## src/rtl/ifetch_unit.sv

```systemverilog
// ifetch_unit: instruction-fetch front end.
// Owns the PC and drives the instruction-memory address and stall pins. Each returned
// word is captured with its PC into a small FIFO that decode drains through a
// valid/ready handshake. A redirect from execute flushes the FIFO and the in-flight
// word, and fetch restarts at the target.
//
// Ports
//   clk            clock, all state updates on posedge
//   rst_n          synchronous reset, active-low
//   imem_addr      byte address presented to instruction memory
//   imem_stall     1 = memory keeps its latched address (no fetch this cycle)
//   imem_data      word for the address issued in the previous cycle
//   redirect_valid execute requests a PC change this cycle
//   redirect_pc    redirect target, bits [1:0] ignored
//   if_valid       FIFO head holds an instruction for decode
//   if_ready       decode accepts the head this cycle
//   if_pc          PC of the head entry
//   if_instr       instruction word of the head entry
module ifetch_unit #(
    parameter logic [31:0] RESET_PC  = 32'h0000_0000,
    parameter int unsigned BUF_DEPTH = 2
) (
    input  logic        clk,
    input  logic        rst_n,
    output logic [31:0] imem_addr,
    output logic        imem_stall,
    input  logic [31:0] imem_data,
    input  logic        redirect_valid,
    input  logic [31:0] redirect_pc,
    output logic        if_valid,
    input  logic        if_ready,
    output logic [31:0] if_pc,
    output logic [31:0] if_instr
);

    localparam int unsigned PW = (BUF_DEPTH > 1) ? $clog2(BUF_DEPTH) : 1;
    localparam int unsigned CW = $clog2(BUF_DEPTH + 1);
    localparam int unsigned OW = CW + 1;

    logic [31:0]   r_pc;
    logic          r_inflight_v;
    logic [31:0]   r_inflight_pc;
    logic [31:0]   r_buf_pc    [BUF_DEPTH];
    logic [31:0]   r_buf_instr [BUF_DEPTH];
    logic [PW-1:0] r_wr_ptr;
    logic [PW-1:0] r_rd_ptr;
    logic [CW-1:0] r_count;

    logic [31:0]   w_redirect_addr;
    logic          w_pop;
    logic          w_push;
    logic          w_issue;
    logic [OW-1:0] w_occ;
    logic          w_unused_rpc_lsb;

    // Low address bits of the redirect target are dropped by design.
    assign w_unused_rpc_lsb = ^redirect_pc[1:0];
    assign w_redirect_addr  = {redirect_pc[31:2], 2'b00};

    // Head is hidden during reset and during a redirect so the flushed entry is never taken.
    assign if_valid = rst_n & (r_count != '0) & ~redirect_valid;
    assign if_pc    = r_buf_pc[r_rd_ptr];
    assign if_instr = r_buf_instr[r_rd_ptr];
    assign w_pop    = if_valid & if_ready;

    // Words already owed to the FIFO (stored + in flight) after this cycle's pop;
    // issuing only when that leaves room guarantees a push never finds the FIFO full.
    assign w_occ   = OW'(r_count) + OW'(r_inflight_v) - OW'(w_pop);
    assign w_issue = rst_n & (redirect_valid | (w_occ < OW'(BUF_DEPTH)));

    assign imem_stall = ~w_issue;
    assign imem_addr  = ~rst_n ? RESET_PC : (redirect_valid ? w_redirect_addr : r_pc);

    // A redirect discards the word returning for the previous (wrong-path) fetch.
    assign w_push = r_inflight_v & ~redirect_valid;

    // PC, in-flight tracking and FIFO bookkeeping.
    always_ff @(posedge clk) begin
        if (!rst_n) begin
            r_pc          <= RESET_PC;
            r_inflight_v  <= 1'b0;
            r_inflight_pc <= RESET_PC;
            r_wr_ptr      <= '0;
            r_rd_ptr      <= '0;
            r_count       <= '0;
        end else begin
            if (w_issue) begin
                r_pc          <= imem_addr + 32'd4;
                r_inflight_v  <= 1'b1;
                r_inflight_pc <= imem_addr;
            end else begin
                r_inflight_v  <= 1'b0;
            end

            if (redirect_valid) begin
                r_wr_ptr <= '0;
                r_rd_ptr <= '0;
                r_count  <= '0;
            end else begin
                if (w_push) begin
                    r_wr_ptr <= r_wr_ptr + PW'(1);
                end
                if (w_pop) begin
                    r_rd_ptr <= r_rd_ptr + PW'(1);
                end
                r_count <= r_count + CW'(w_push) - CW'(w_pop);
            end
        end
    end

    // FIFO storage; contents are only meaningful below r_count so no reset is needed.
    always_ff @(posedge clk) begin
        if (rst_n && w_push) begin
            r_buf_pc[r_wr_ptr]    <= r_inflight_pc;
            r_buf_instr[r_wr_ptr] <= imem_data;
        end
    end

endmodule
```

## config.mk

```make
export PLATFORM = sky130hd
export DESIGN_NAME = ifetch_unit
export DESIGN_NICKNAME = d
export VERILOG_FILES = /design/src/rtl/ifetch_unit.sv
export SDC_FILE = /design/constraint.sdc
export NUM_CORES = 1
export LEC_CHECK = 0
export BUFFER_PORTS_ARGS = -buffer_cell sky130_fd_sc_hd__clkbuf_2
export CELL_PAD_IN_SITES_DETAIL_PLACEMENT = 1
export CELL_PAD_IN_SITES_GLOBAL_PLACEMENT = 1
export CORE_MARGIN = 5
export CORE_UTILIZATION = 25
export CTS_CLUSTER_SIZE = 16
export DETAILED_ROUTE_END_ITERATION = 10
export GPL_ROUTABILITY_DRIVEN = 1
export PLACE_DENSITY = 0.56
export SETUP_SLACK_MARGIN = 0.02
export SKIP_LAST_GASP = 1
export SLEW_MARGIN = 20
export SYNTH_ARGS = -nofsm -noshare
export SYNTH_HDL_FRONTEND = slang
export SYNTH_SLANG_ARGS = --single-unit
```

## constraint.sdc

```tcl
create_clock -name clk -period 8.7 [get_ports clk]
set_input_delay 0.87 -clock clk [delete_from_list [all_inputs] [get_ports clk]]
set_output_delay 0.87 -clock clk [all_outputs]
set_load 0.05 [all_outputs]
```

==> metrics.md <==
| Metric | Value |
|---|---|
| Outcome | `finished, final reports clean` |
| Most frequent cell after synthesis | `edfxtp_1` |
| Synth Area in Adders | `0.850%` |
| Synth Area per Inst | `12.9 sq um` |
| Post-synthesis simple-gate area fraction | `about 11%` |
| Synth Instances | `638` |
| Peak supply drop | `125 uV` |
| Final Hold Vio Count | `0` |
| Initial antenna violation count | `0` |
| Post-Synth XOR/XNOR Area | `1.49%` |
| Final net count | `866` |
| Netlist cell types | `51` |
| Largest family of logic cells by synthesized area | `multiplexers` |
| FF-to-FF Start | `r_count[1]$_SDFF_PP0_` |
| Area grow syn2layout | `22.8%` |
| Worst Reg2Reg Path Length in Cells | `11` |
| Layout cell share with drive strength beyond 1 | `36.8%` |
| P_int | `around 1.5 mW` |
| # hold bufs at CTS | `0` |
| TritonCTS clock tree | `yes` |
| Initial core utilization | `25.3%` |
| ANT cells | `0` |
| Clk sinks | `196` |
| DRT Pass-1 Iters | `4` |
| #FFs+latches synth | `196` |
| Hold Slack | `459 ps` |
| Critical-path cell list | `clkbuf_2, nand2b_1, a21oi_1, and2_1, ha_1, nor2b_1, fa_1, o21ai_4, buf_4, nand2_1, clkbuf_2` |
| Ys async rst share | `0%` |
| DRC viols | `0` |
| Most used cell, CP | `clkbuf_2` |
| RSZ-0062 raised after global routing | `false` |
| Post-synthesis mux area share | `a little over an eighth` |
| Synth top cells by count | `edfxtp_1 (128), mux2_2 (80), dfxtp_1 (68)` |
| Clock power frac | `approximately 39%` |
| Worst-Margin Slew | `slightly above 900 ps` |
| Die width | `~190 um` |
| Post-CTS Resized | `0` |
| Row cnt | `66` |
| Post-synth EDFFs | `128` |
| Synth warnings | `0` |
| Slowest-stage cell, CP | `fa_1` |
| Post-CTS setup buffers | `0` |
| CP top delay family | `buffers and inverters` |
| GRT Util Overall | `12.3%` |
| Post-synth top flop | `edfxtp_1` |
| Post-layout util | `about 31%` |
| Worst R2R End | `r_pc[28]$_SDFFE_PN0P_` |
| CTS H-tree lvls | `4` |
| Psw | `0.559 mW` |
| 1st-iter DRT viols | `222` |
| Setup TNS | `0 ps` |
| Flop pwr share | `~50%` |
| Synth area leaders | `edfxtp_1 (47%), dfxtp_1 (17%), mux2_2 (11%)` |
| Setup crit end | `imem_stall` |
| Pre-CTS setup slack | `~3600 ps` |
| PnR worst setup slack | `~3700 ps` |
| Worst Path Required | `between 7000 and 8000 ps` |
| Power, Total | `between 2 and 2.5 mW` |
| Vias per inst | `4.45` |
| Final ANT Viol Nets | `0` |
| CTS clock-pin slew for the worst setup and hold paths | `80 ps` |
| FMAX | `0.202 GHz` |
| Clock tree buffer depth | `2` |
| Crit start category | `input pin` |
| Total die area | `36,700 sq um` |
| Synth Area in Compound Gates | `6.04%` |
| Relative slew slack | `between 30% and 40%` |
| Min-delay worst type | `reg -> reg` |
| Largest net degree at the start of global routing | `around 50` |
| Mapped Area | `8240 sq um` |
| Comb power frac | `slightly above 10%` |
| Clk root buf | `clkbuf_16` |
| Flop2flop setup slack | `5010 ps` |
| Worst Setup SP | `rst_n` |
| Leak Pwr | `3.96 nW` |
| Total gr overflow | `0` |
| Synth area leader | `edfxtp_1` |
| Worst Path Arrival | `~4000 ps` |
| Top Ports | `166` |
| Maximum fanout along the worst path | `26` |
| Port Buffers | `roughly 160` |
| Routed WL | `between 20 and 25 mm` |
| Critical setup path kind | `in -> out` |
| Switching Share | `27.6%` |
| Final-report max-slew violation count | `0` |
| Final period util | `57.0%` |
| Syn_nets | `711` |
| Via count | `5,555` |
| Wire per inst | `approximately 18 um` |
| Cts bufs inserted | `17` |
| Power Dens Cells | `roughly 200 nW/um^2` |
| Setup crit end kind | `output port` |
| Placeable Area | `32,500 sq um` |
| Max_cap viols | `0` |
| Die height | `between 150 and 200 um` |
| Finish-stage setup viols | `0` |
| HPWL after DPL | `~16 mm` |
| CP Buf/Inv Count | `3` |
| CP Depth | `11` |
| GPL Wtd Cong | `between 0.7 and 0.8` |
| Later-pin clock latency in the skew report | `roughly 450 ps` |
| Seq/Total Area, Yosys | `63.2%` |
| Minimum clock period | `4960 ps` |
| Vias in the first global route | `between 5,000 and 6,000` |
| Clock Skew | `between 10 and 15 ps` |
| CP peak stage delay | `490 ps` |
| Yosys top cell area share | `between 40% and 50%` |
| First-pass GRT wire length | `33.8 mm` |
## layout by cell type, fill, tap and decap left out, types with 3 or more instances in the layout
cell         n
a31o_2       3
a21oi_1     12
and3_1       9
ha_1         4
nor2_1      39
inv_6        3
inv_1       23
buf_4       11
mux2i_1     23
o21ai_0     20
inv_8        5
nand3_1     38
nand4_1      7
nand2_1     36
a211oi_1    16
clkbuf_16   17
and2_1       9
or3_1        3
dfxtp_1     67
nand2b_1     5
mux2_2      80
clkbuf_2   163
nor4_1       8
xnor2_1     13
nand3b_1    10
a21o_1       5
nor3_1      10
edfxtp_1   128
## metrics by stage
stage / instance area [sq um] / std cells
2_1_floorplan: 8240 / 638
3_3_place_gp: 9540 / 1216
3_5_place_dp: 9540 / 1216
4_1_cts: 10100 / 1248
5_1_grt: 10100 / 1248
6_report: 10100 / 1248
## power by group through the flow
stage / Sequential (mW) / Combinational (mW) / Clock [mW]
CTS: 1.04 / 0.209 / 0.820
floorplan: 1.06 / 0.144 / 0
finish: 1.04 / 0.204 / 0.786
detailed placement: 1.06 / 0.208 / 0
global route: 1.04 / 0.222 / 0.863
global placement: 1.06 / 0.206 / 0
## worst min-delay path by stage
stage / startpoint / end / slack (ps) / cells past startpoint
after floorplan: r_inflight_pc[10]$_SDFFE_PN0P_ / r_buf_pc[0][10]$_DFFE_PP_ / 430 / 0
after global placement: r_inflight_pc[27]$_SDFFE_PN0P_ / r_buf_pc[0][27]$_DFFE_PP_ / 430 / 0
after detailed placement: r_inflight_pc[3]$_SDFFE_PN0P_ / r_buf_pc[1][3]$_DFFE_PP_ / 440 / 0
after CTS: r_inflight_pc[17]$_SDFFE_PN0P_ / r_buf_pc[0][17]$_DFFE_PP_ / 460 / 0
after global routing: r_inflight_pc[29]$_SDFFE_PN0P_ / r_buf_pc[0][29]$_DFFE_PP_ / 470 / 0
final: r_inflight_pc[7]$_SDFFE_PN0P_ / r_buf_pc[0][7]$_DFFE_PP_ / 460 / 0
## sequential cells by signal (all words and copies together), names as in the netlist, named ones only
register / cells
r_buf_instr: 64
r_buf_pc: 64
r_pc: 32
r_rd_ptr: 1
r_inflight_pc: 30
r_inflight_v: 1
r_wr_ptr: 1
r_count: 2
## logic make-up (layout without fill, tap and decap cells)
kind of cell | Yosys count | in the layout
flip-flops | 196 | 196
AND/OR/NAND/NOR | 186 | 186
multiplexers | 103 | 103
AO/OA/AOI/OAI | 73 | 73
buffers and inverters | 61 | 229
XOR/XNOR | 14 | 14
adder cells (fa/ha/maj) | 5 | 5
## layer usage
layer	up-vias	GRT usage [%]	share of wire, %
met5	-	0	0
met4	0	3.20	1.3
met3	17	3.78	5.3
met2	126	20.7	48
met1	2745	15.3	45
li1	2667	-	-
## layout make-up
class,count,area [sq um]
fill,3579,22400
sequential,196,5210
multi-input combinational,381,2790
timing repair buffer,174,898
tap,442,553
clock buffer,17,425
clock inverter,15,159
inverter,23,86.3
Power figures use the tool's default switching activity.
